### config.mk
export PLATFORM = sky130hd
export DESIGN_NAME = aes_decrypt_ctrl
export DESIGN_NICKNAME = d
export VERILOG_FILES = /design/src/rtl/aes_decrypt_ctrl.sv
export SDC_FILE = /design/constraint.sdc
export NUM_CORES = 1
export LEC_CHECK = 0
export ABC_AREA = 0
export CORE_AREA = 2 2 39 41
export DETAILED_ROUTE_END_ITERATION = 8
export DIE_AREA = 0 0 41 43
export GPL_TIMING_DRIVEN = 0
export PLACE_DENSITY_LB_ADDON = 0.1
export SYNTH_ARGS = -nofsm -noshare
export SYNTH_HDL_FRONTEND = slang
export SYNTH_SLANG_ARGS = --single-unit
### constraint.sdc
create_clock -name Clk -period 1.6 [get_ports Clk]
set_input_delay 0.24 -clock Clk [delete_from_list [all_inputs] [get_ports Clk]]
set_output_delay 0.24 -clock Clk [all_outputs]
set_load 0.02 [all_outputs]
### src/rtl/aes_decrypt_ctrl.sv
// AES decryption round sequencer: steps the external round counter, selects the round key
// and datapath muxes for one block at a time, and flags illegal round-counter values.
module aes_decrypt_ctrl #(
  parameter int NR = 10
) (
  input  logic       Clk,
  input  logic       Rst,
  input  logic       start,
  output logic       in_ready,
  input  logic [3:0] round_cnt,
  output logic       cnt_en,
  output logic       cnt_clr_n,
  output logic       load_state,
  output logic       sel_mix,
  output logic [3:0] key_addr,
  output logic       out_valid,
  input  logic       out_ready,
  output logic       err
);

  typedef enum logic [2:0] {IDLE, INIT, ROUND, LAST, HOLD} state_t;

  localparam logic [3:0] NR_4     = 4'(NR);
  localparam logic [3:0] LAST_CNT = 4'(NR - 1);

  state_t state_reg;
  state_t state_next;
  logic   err_next;
  logic   round_bad;

  assign round_bad = (round_cnt == 4'd0) || (round_cnt >= NR_4);

  always_comb begin
    state_next = state_reg;
    err_next   = err;
    case (state_reg)
      IDLE: begin
        if (start) begin
          state_next = INIT;
          err_next   = 1'b0;
        end
      end
      INIT: state_next = ROUND;
      ROUND: begin
        if (round_cnt == LAST_CNT) begin
          state_next = LAST;
        end else if (round_bad) begin
          state_next = IDLE;
          err_next   = 1'b1;
        end
      end
      LAST: state_next = HOLD;
      HOLD: begin
        if (out_ready) state_next = IDLE;
      end
      default: state_next = IDLE;
    endcase
  end

  // Control outputs are registered by decoding the state being entered.
  always_ff @(posedge Clk) begin
    if (!Rst) begin
      state_reg  <= IDLE;
      err        <= 1'b0;
      in_ready   <= 1'b1;
      cnt_clr_n  <= 1'b0;
      cnt_en     <= 1'b0;
      load_state <= 1'b0;
      sel_mix    <= 1'b0;
      out_valid  <= 1'b0;
    end else begin
      state_reg  <= state_next;
      err        <= err_next;
      in_ready   <= (state_next == IDLE);
      cnt_clr_n  <= (state_next != IDLE);
      cnt_en     <= (state_next == INIT) || (state_next == ROUND);
      load_state <= (state_next == INIT);
      sel_mix    <= (state_next == ROUND);
      out_valid  <= (state_next == HOLD);
    end
  end

  // Decryption walks the key schedule backwards: NR at load, down to 0 in the last round.
  always_comb begin
    key_addr = 4'd0;
    case (state_reg)
      INIT:    key_addr = NR_4;
      ROUND:   key_addr = NR_4 - round_cnt;
      default: key_addr = 4'd0;
    endcase
  end

endmodule
==> results of run 1 <==
==> power groups by stage <==
stage | Combinational (mW) | Clock [mW] | Sequential, mW
after global routing | 0.202 | 0.254 | 0.273
after floorplan | 0.0775 | 0 | 0.295
after global placement | 0.163 | 0 | 0.279
final | 0.184 | 0.229 | 0.271
after detailed placement | 0.163 | 0 | 0.280
after CTS | 0.175 | 0.233 | 0.271
==> path summary, 6_finish.rpt <==
kind                startpoint     endpoint
setup reg to reg  state_reg[1]       cnt_en
hold reg to reg            err          err
hold / removal             err          err
setup / recovery  state_reg[1]  key_addr[1]
==> logic make-up after synthesis <==
kind of cell | Yosys count | synth area share (%)
buf+inv | 7 | 6.459
simple gates | 17 | 16.99
fa+ha+maj | 4 | 9.570
compound gates | 16 | 23.45
flops | 10 | 38.28
mux | 1 | 1.914
xor+xnor | 2 | 3.350
==> through the flow <==
| stage | cells | hold slack, ns | area [µm²] | setup WS [ns] | setup TNS [ns] |
|---|---|---|---|---|---|
| 6_report | 97 | 0.4688 | 800.8 | 0.01695 | 0 |
| 5_1_grt | 97 | 0.5146 | 800.8 | -0.03575 | -0.07846 |
| 4_1_cts | 97 | 0.4747 | 779.5 | -0.02971 | -0.09138 |
| 3_5_place_dp | 90 | 0.4583 | 713.2 | -0.5665 | -4.637 |
| 3_3_place_gp | 90 | 0.4579 | 713.2 | -0.5827 | -4.575 |
| 2_1_floorplan | 57 | 0.3200 | 523.0 | 0.006918 | 0 |
==> cells in the mapped netlist (2+ instances only) <==
| master | n | area share (%) |
|---|---|---|
| o21ai_1 | 2 | 1.9 |
| xnor2_1 | 2 | 3.3 |
| o21ai_0 | 2 | 1.9 |
| dfxtp_1 | 10 | 38 |
| o21a_1 | 2 | 2.9 |
| nand2_1 | 2 | 1.4 |
| ha_1 | 4 | 9.6 |
| inv_1 | 5 | 3.6 |
| a21oi_1 | 4 | 3.8 |
| nor2_1 | 6 | 4.3 |
==> cell type report <==
class,count,area (µm²)
clock buffer,4,36.28
fill,132,583.1
tap,16,20.02
multi-input combinational,40,316.6
timing repair buffer,21,198.9
sequential,10,206.4
inverter,5,18.77
buffer,1,3.754
==> per-layer routing <==
layer	part of all wire, %	global-route usage, %
met1	39	19.42
met4	2.3	10.00
met5	0	0
met2	51	25.31
met3	7.3	4.712
==> critical path: cells and delay by family (launching register included) <==
kind / cells / cell delay [ns]
and+or+nand+nor: 1 / 0.44
DFF: 1 / 0.34
AOI/OAI and AO/OA: 1 / 0.17
buffers and inverters: 1 / 0.13
==> what timing repair did <==
item,CTS,global route
resized for setup,33,7
pin swaps,4,2
setup endpoints to repair,11,4
endpoints found under the hold margin,0,0
hold buffers,0,0
setup buffers,3,1
==> impl_metrics.csv, run 1 <==
group,metric,value,unit
synth,ys_seq_area_share,38.28,%
cells_and_area,drive_gt1_share,29.63,%
synth,synth.distinct_cells,28,
cells_and_area,nets,94,
global_route,first_global_vias,463,
power_and_ir_drop,clockPowerShare,33.4,%
cts,root_buffer,"clkbuf_4",
power_and_ir_drop,p_comb_share,26.9,%
setup_path,worst_ep_required_time,1.36,ns
cells_and_area,largest_register_ffs,3,
cts,cts-buffers-inserted,3,
timing,skew,0.003457,ns
timing,fin_crit_sh,98.94,%
detailed_routing,ant_nets,0,
synth,synth_top_flop_cell,"dfxtp_1",
power_and_ir_drop,totalPowerFinal,0.6844,mW
synth,syn_area,523.0,µm²
power_and_ir_drop,switching_power,0.1907,mW
cells_and_area,final_util,57.87,%
placement,io_buffers,17,
cts,ctsLongestPathBuffers,2,
setup_path,arrival,1.34,ns
timing,hold_violations,0,
detailed_routing,vias,484,
cts,h-tree-depth,1,
power_and_ir_drop,p_int,0.4938,mW
floorplan,die_h,43,µm
setup_path,critPathLaunchType,"flip-flop",
hold_path,worst_hold_path_type,"flip-flop to flip-flop",
cts,clk_latency,0.27,ns
power_and_ir_drop,power.leakage,0.3426,nW
cells_and_area,antennaDiodeCount,0,
cts,clkTransAtPathRegs,0.07,ns
timing,max_freq,631.7,MHz
timing,finalMaxSlewViolations,0,
detailed_routing,drt-wirelength-per-cell,11.40,µm
floorplan,rows,14,
timing,setup_violations,0,
outcome,status,"completed",
floorplan,boundaryPins,19,
hold_path,min_path_cells,1,
detailed_routing,drt_iter0_drc,7,
setup_path,cp_slowest_cell,"or3b_4",
floorplan,fp.coreArea,0.001384,mm²
cts,cts_sinks,10,
cells_and_area,final_common_cell,"clkdlybuf4s50_1",
timing,rsz0062_at_grt,"yes",
detailed_routing,drtPass1Iterations,3,
timing,tightestPinTransition,0.4571,ns
setup_path,r2r_slack,0.06,ns
global_route,grt-ovfl-total,0,
floorplan,start_util,37.79,%
cts,cts_tree,"done",
floorplan,die_x,41,µm
floorplan,die_area,0.001763,mm²
global_route,antenna_found_initial,0,
synth,synth_edf_count,0,
synth,syn_nets,69,
detailed_routing,vias_per_cell,4.990,
global_route,grtUsageTotal,16.60,%
power_and_ir_drop,power_switching_share,27.86,%
synth,ys_ff_latch,10,
timing,maxSlewHeadroom,69.46,%
global_route,grt_max_degree,8,
setup_path,path_cells,"or3b_4 -> o21ai_2 -> buf_6",
detailed_routing,drc,0,
synth,syn_inst,57,
synth,yosys_warnings,0,
synth,synth.avg_cell_area,9.175,µm²
timing,min_period,1.583,ns
global_route,grt_pass1_wl,1918,µm
cells_and_area,mostFrequentLayoutCells,"clkdlybuf4s50_1 (11), dfxtp_1 (7), inv_1 (5), buf_4 (5)",
setup_path,crit_path_max_incr_delay,0.44,ns
power_and_ir_drop,worst_ir_drop_vdd,464.0,µV
setup_path,critPathMaxFanout,6,
placement,gp_congestion,0.7199,
setup_path,worst-setup-path-type,"flip-flop to output pin",
power_and_ir_drop,power_frac_seq,39.6,%
power_and_ir_drop,power_density,854.7,mW/mm²
placement,post-dp-hpwl,785.1,µm
flow_run,max-cap-violations,0,
synth,async_reset_ff_share,0,%
setup_path,reg2regPathDepth,4,
cells_and_area,area_growth,53.11,%
detailed_routing,wl,1106,µm
setup_path,critPathCaptureType,"output pin",
No activity file was read; power rests on OpenSTA's default activity.
==> run 2: changes to the inputs <==
Settings changed: TNS_END_PERCENT from default to 50.
==> run 2 against run 1 <==
  * Sequential cell count is the same
  * Combinational power is essentially flat
  * Register-to-register slack gained 0.12 ns
  * Worst setup slack about the same
  * Highest routed layer unchanged
  * Non-clock buffer count fell by 1
  * Fmax about the same
  * Via count decreased by 0.21%
  * Power is 0.15% lower
  * Clock-buffer cell count is the same
  * Die area stayed put
==> impl_metrics.csv, run 2 (same netlist as run 1, synthesis figures left out) <==
group,metric,value,unit
floorplan,boundaryPins,19,
floorplan,die_x,41,µm
global_route,grt_max_degree,8,
global_route,grt_busiest_layer,"met2",
floorplan,start_util,37.79,%
global_route,grtUsageTotal,16.60,%
timing,layout_setup_ws,0.01649,ns
setup_path,critPathMaxFanout,7,
power_and_ir_drop,power.leakage,0.3383,nW
timing,rsz0062_at_grt,"yes",
placement,placed_cells,90,
placement,post-dp-hpwl,785.1,µm
detailed_routing,vias_per_cell,5.031,
timing,finalMaxSlewViolations,0,
power_and_ir_drop,worst_ir_drop_vdd,445.2,µV
timing,tightestPinTransition,0.4726,ns
global_route,use_met2,25.31,%
timing,maxSlewHeadroom,68.43,%
cts,cts-buffers-inserted,3,
setup_path,path_cells,"or3b_4 -> o21ai_2 -> buf_6",
setup_path,worst-setup-path-type,"flip-flop to output pin",
setup_path,cp_slowest_cell,"or3b_4",
cells_and_area,fillers,134,
detailed_routing,vias,483,
detailed_routing,drtPass1Iterations,3,
cells_and_area,final_cells,96,
flow_run,max-cap-violations,0,
detailed_routing,ant_nets,0,
hold_path,worst_hold_path_type,"flip-flop to flip-flop",
cells_and_area,antennaDiodeCount,0,
cells_and_area,largest_register_ffs,3,
global_route,grt-ovfl-total,0,
setup_path,worst_ep_required_time,1.36,ns
setup_path,arrival,1.34,ns
cells_and_area,nets,93,
power_and_ir_drop,power_density,861.6,mW/mm²
detailed_routing,drt_iter0_drc,6,
setup_path,critPathLaunchType,"flip-flop",
timing,hold_violations,0,
placement,gp_congestion,0.7199,
timing,fin_crit_sh,98.97,%
cts,cts_sinks,10,
placement,place_ws,-0.5665,ns
timing,min_period,1.584,ns
timing,setup_violations,0,
floorplan,fp.coreArea,0.001384,mm²
setup_path,path_buf_inv,1,
cells_and_area,drive_gt1_share,28.75,%
cells_and_area,mostFrequentLayoutCells,"clkdlybuf4s50_1 (11), dfxtp_1 (7), inv_1 (5)",
global_route,antenna_found_initial,0,
setup_path,critPathCaptureType,"output pin",
global_route,grt_pass1_wl,1918,µm
cts,clkTransAtPathRegs,0.07,ns
cells_and_area,area_growth,51.67,%
outcome,status,"completed",
floorplan,rows,14,
cts,ctsLongestPathBuffers,2,
global_route,met1_usage,19.42,%
timing,max_freq,631.5,MHz
cells_and_area,final_common_cell,"clkdlybuf4s50_1",
detailed_routing,drt-wirelength-per-cell,11.69,µm
timing,skew,0.003910,ns
cts,h-tree-depth,1,
timing,tns,0,ns
cells_and_area,final_util,57.32,%
cts,cts_tree,"done",
detailed_routing,drc,0,
global_route,grtUsageMet3,4.712,%
setup_path,cp_top_family,"simple AND/OR/NAND/NOR gates",
detailed_routing,wl,1122,µm
placement,io_buffers,17,
floorplan,die_h,43,µm
cts,root_buffer,"clkbuf_4",
cts,clk_latency,0.27,ns
power_and_ir_drop,totalPowerFinal,0.6834,mW
floorplan,die_area,0.001763,mm²
setup_path,crit_path_max_incr_delay,0.45,ns
global_route,first_global_vias,463,
## run 2: cell types whose count changed in the layout (fill, tap and decap cells not counted)
cell / previous run / this run
buf_4: 5 / 4
## run 2: worst reg2reg max path: cells and delay by family (launching register included)
kind / cells / cell delay, ns
and+or+nand+nor: 1 / 0.45
muxes: 1 / 0.21
DFF: 1 / 0.34
AOI/OAI and AO/OA: 1 / 0.35
## run 2: timing repair
action	4_1_cts	5_1_grt
endpoints found under the setup margin	11	4
hold buffers	0	0
pin swaps	4	1
gates resized for setup	33	7
buffers inserted	3	0
## run 2: worst paths after layout
path | to | from | cells past startpoint | slack [ns]
max | key_addr[1] | state_reg[1] | 3 | 0.02
min | err | err | 1 | 0.47
max reg2reg | cnt_en | state_reg[1] | 3 | 0.18
min reg2reg | err | err | 1 | 0.47
## run 2: area by class of cell
cell class / instances / area [µm²] / area share (%)
Inverter: 5 / 18.77 / 2.366
Sequential cell: 10 / 206.4 / 26.03
Tap cell: 16 / 20.02 / 2.524
Multi-Input combinational cell: 40 / 316.6 / 39.91
Buffer: 1 / 3.754 / 0.4732
Clock buffer: 4 / 36.28 / 4.574
Timing Repair Buffer: 20 / 191.4 / 24.13
## run 2: metal layers
metal,share of wire [%],vias to the layer above,wire length [µm]
met1,41,220,459
met5,0,-,0
met3,7.3,4,82
met2,50,17,556
met4,2.2,0,25
li1,-,242,-
## run 2: power by group
group	switching (mW)	internal (mW)
clock	0.0918	0.138
combinational	0.0940	0.0879
sequential	0.00569	0.266
total	0.191	0.492
## run 2: metrics by stage
step	cell area [µm²]	hold slack, ns
finish	793.3	0.4696
detailed placement	713.2	0.4583
floorplan	523.0	0.3200
global placement	713.2	0.4579
CTS	779.5	0.4747
global route	793.3	0.5146
==> run 3: changes to the inputs <==
Settings changed: CTS_CLUSTER_DIAMETER from default to 50.
==> results of run 3 <==
Final layout, timing and power as in run 2 (identical DEF).
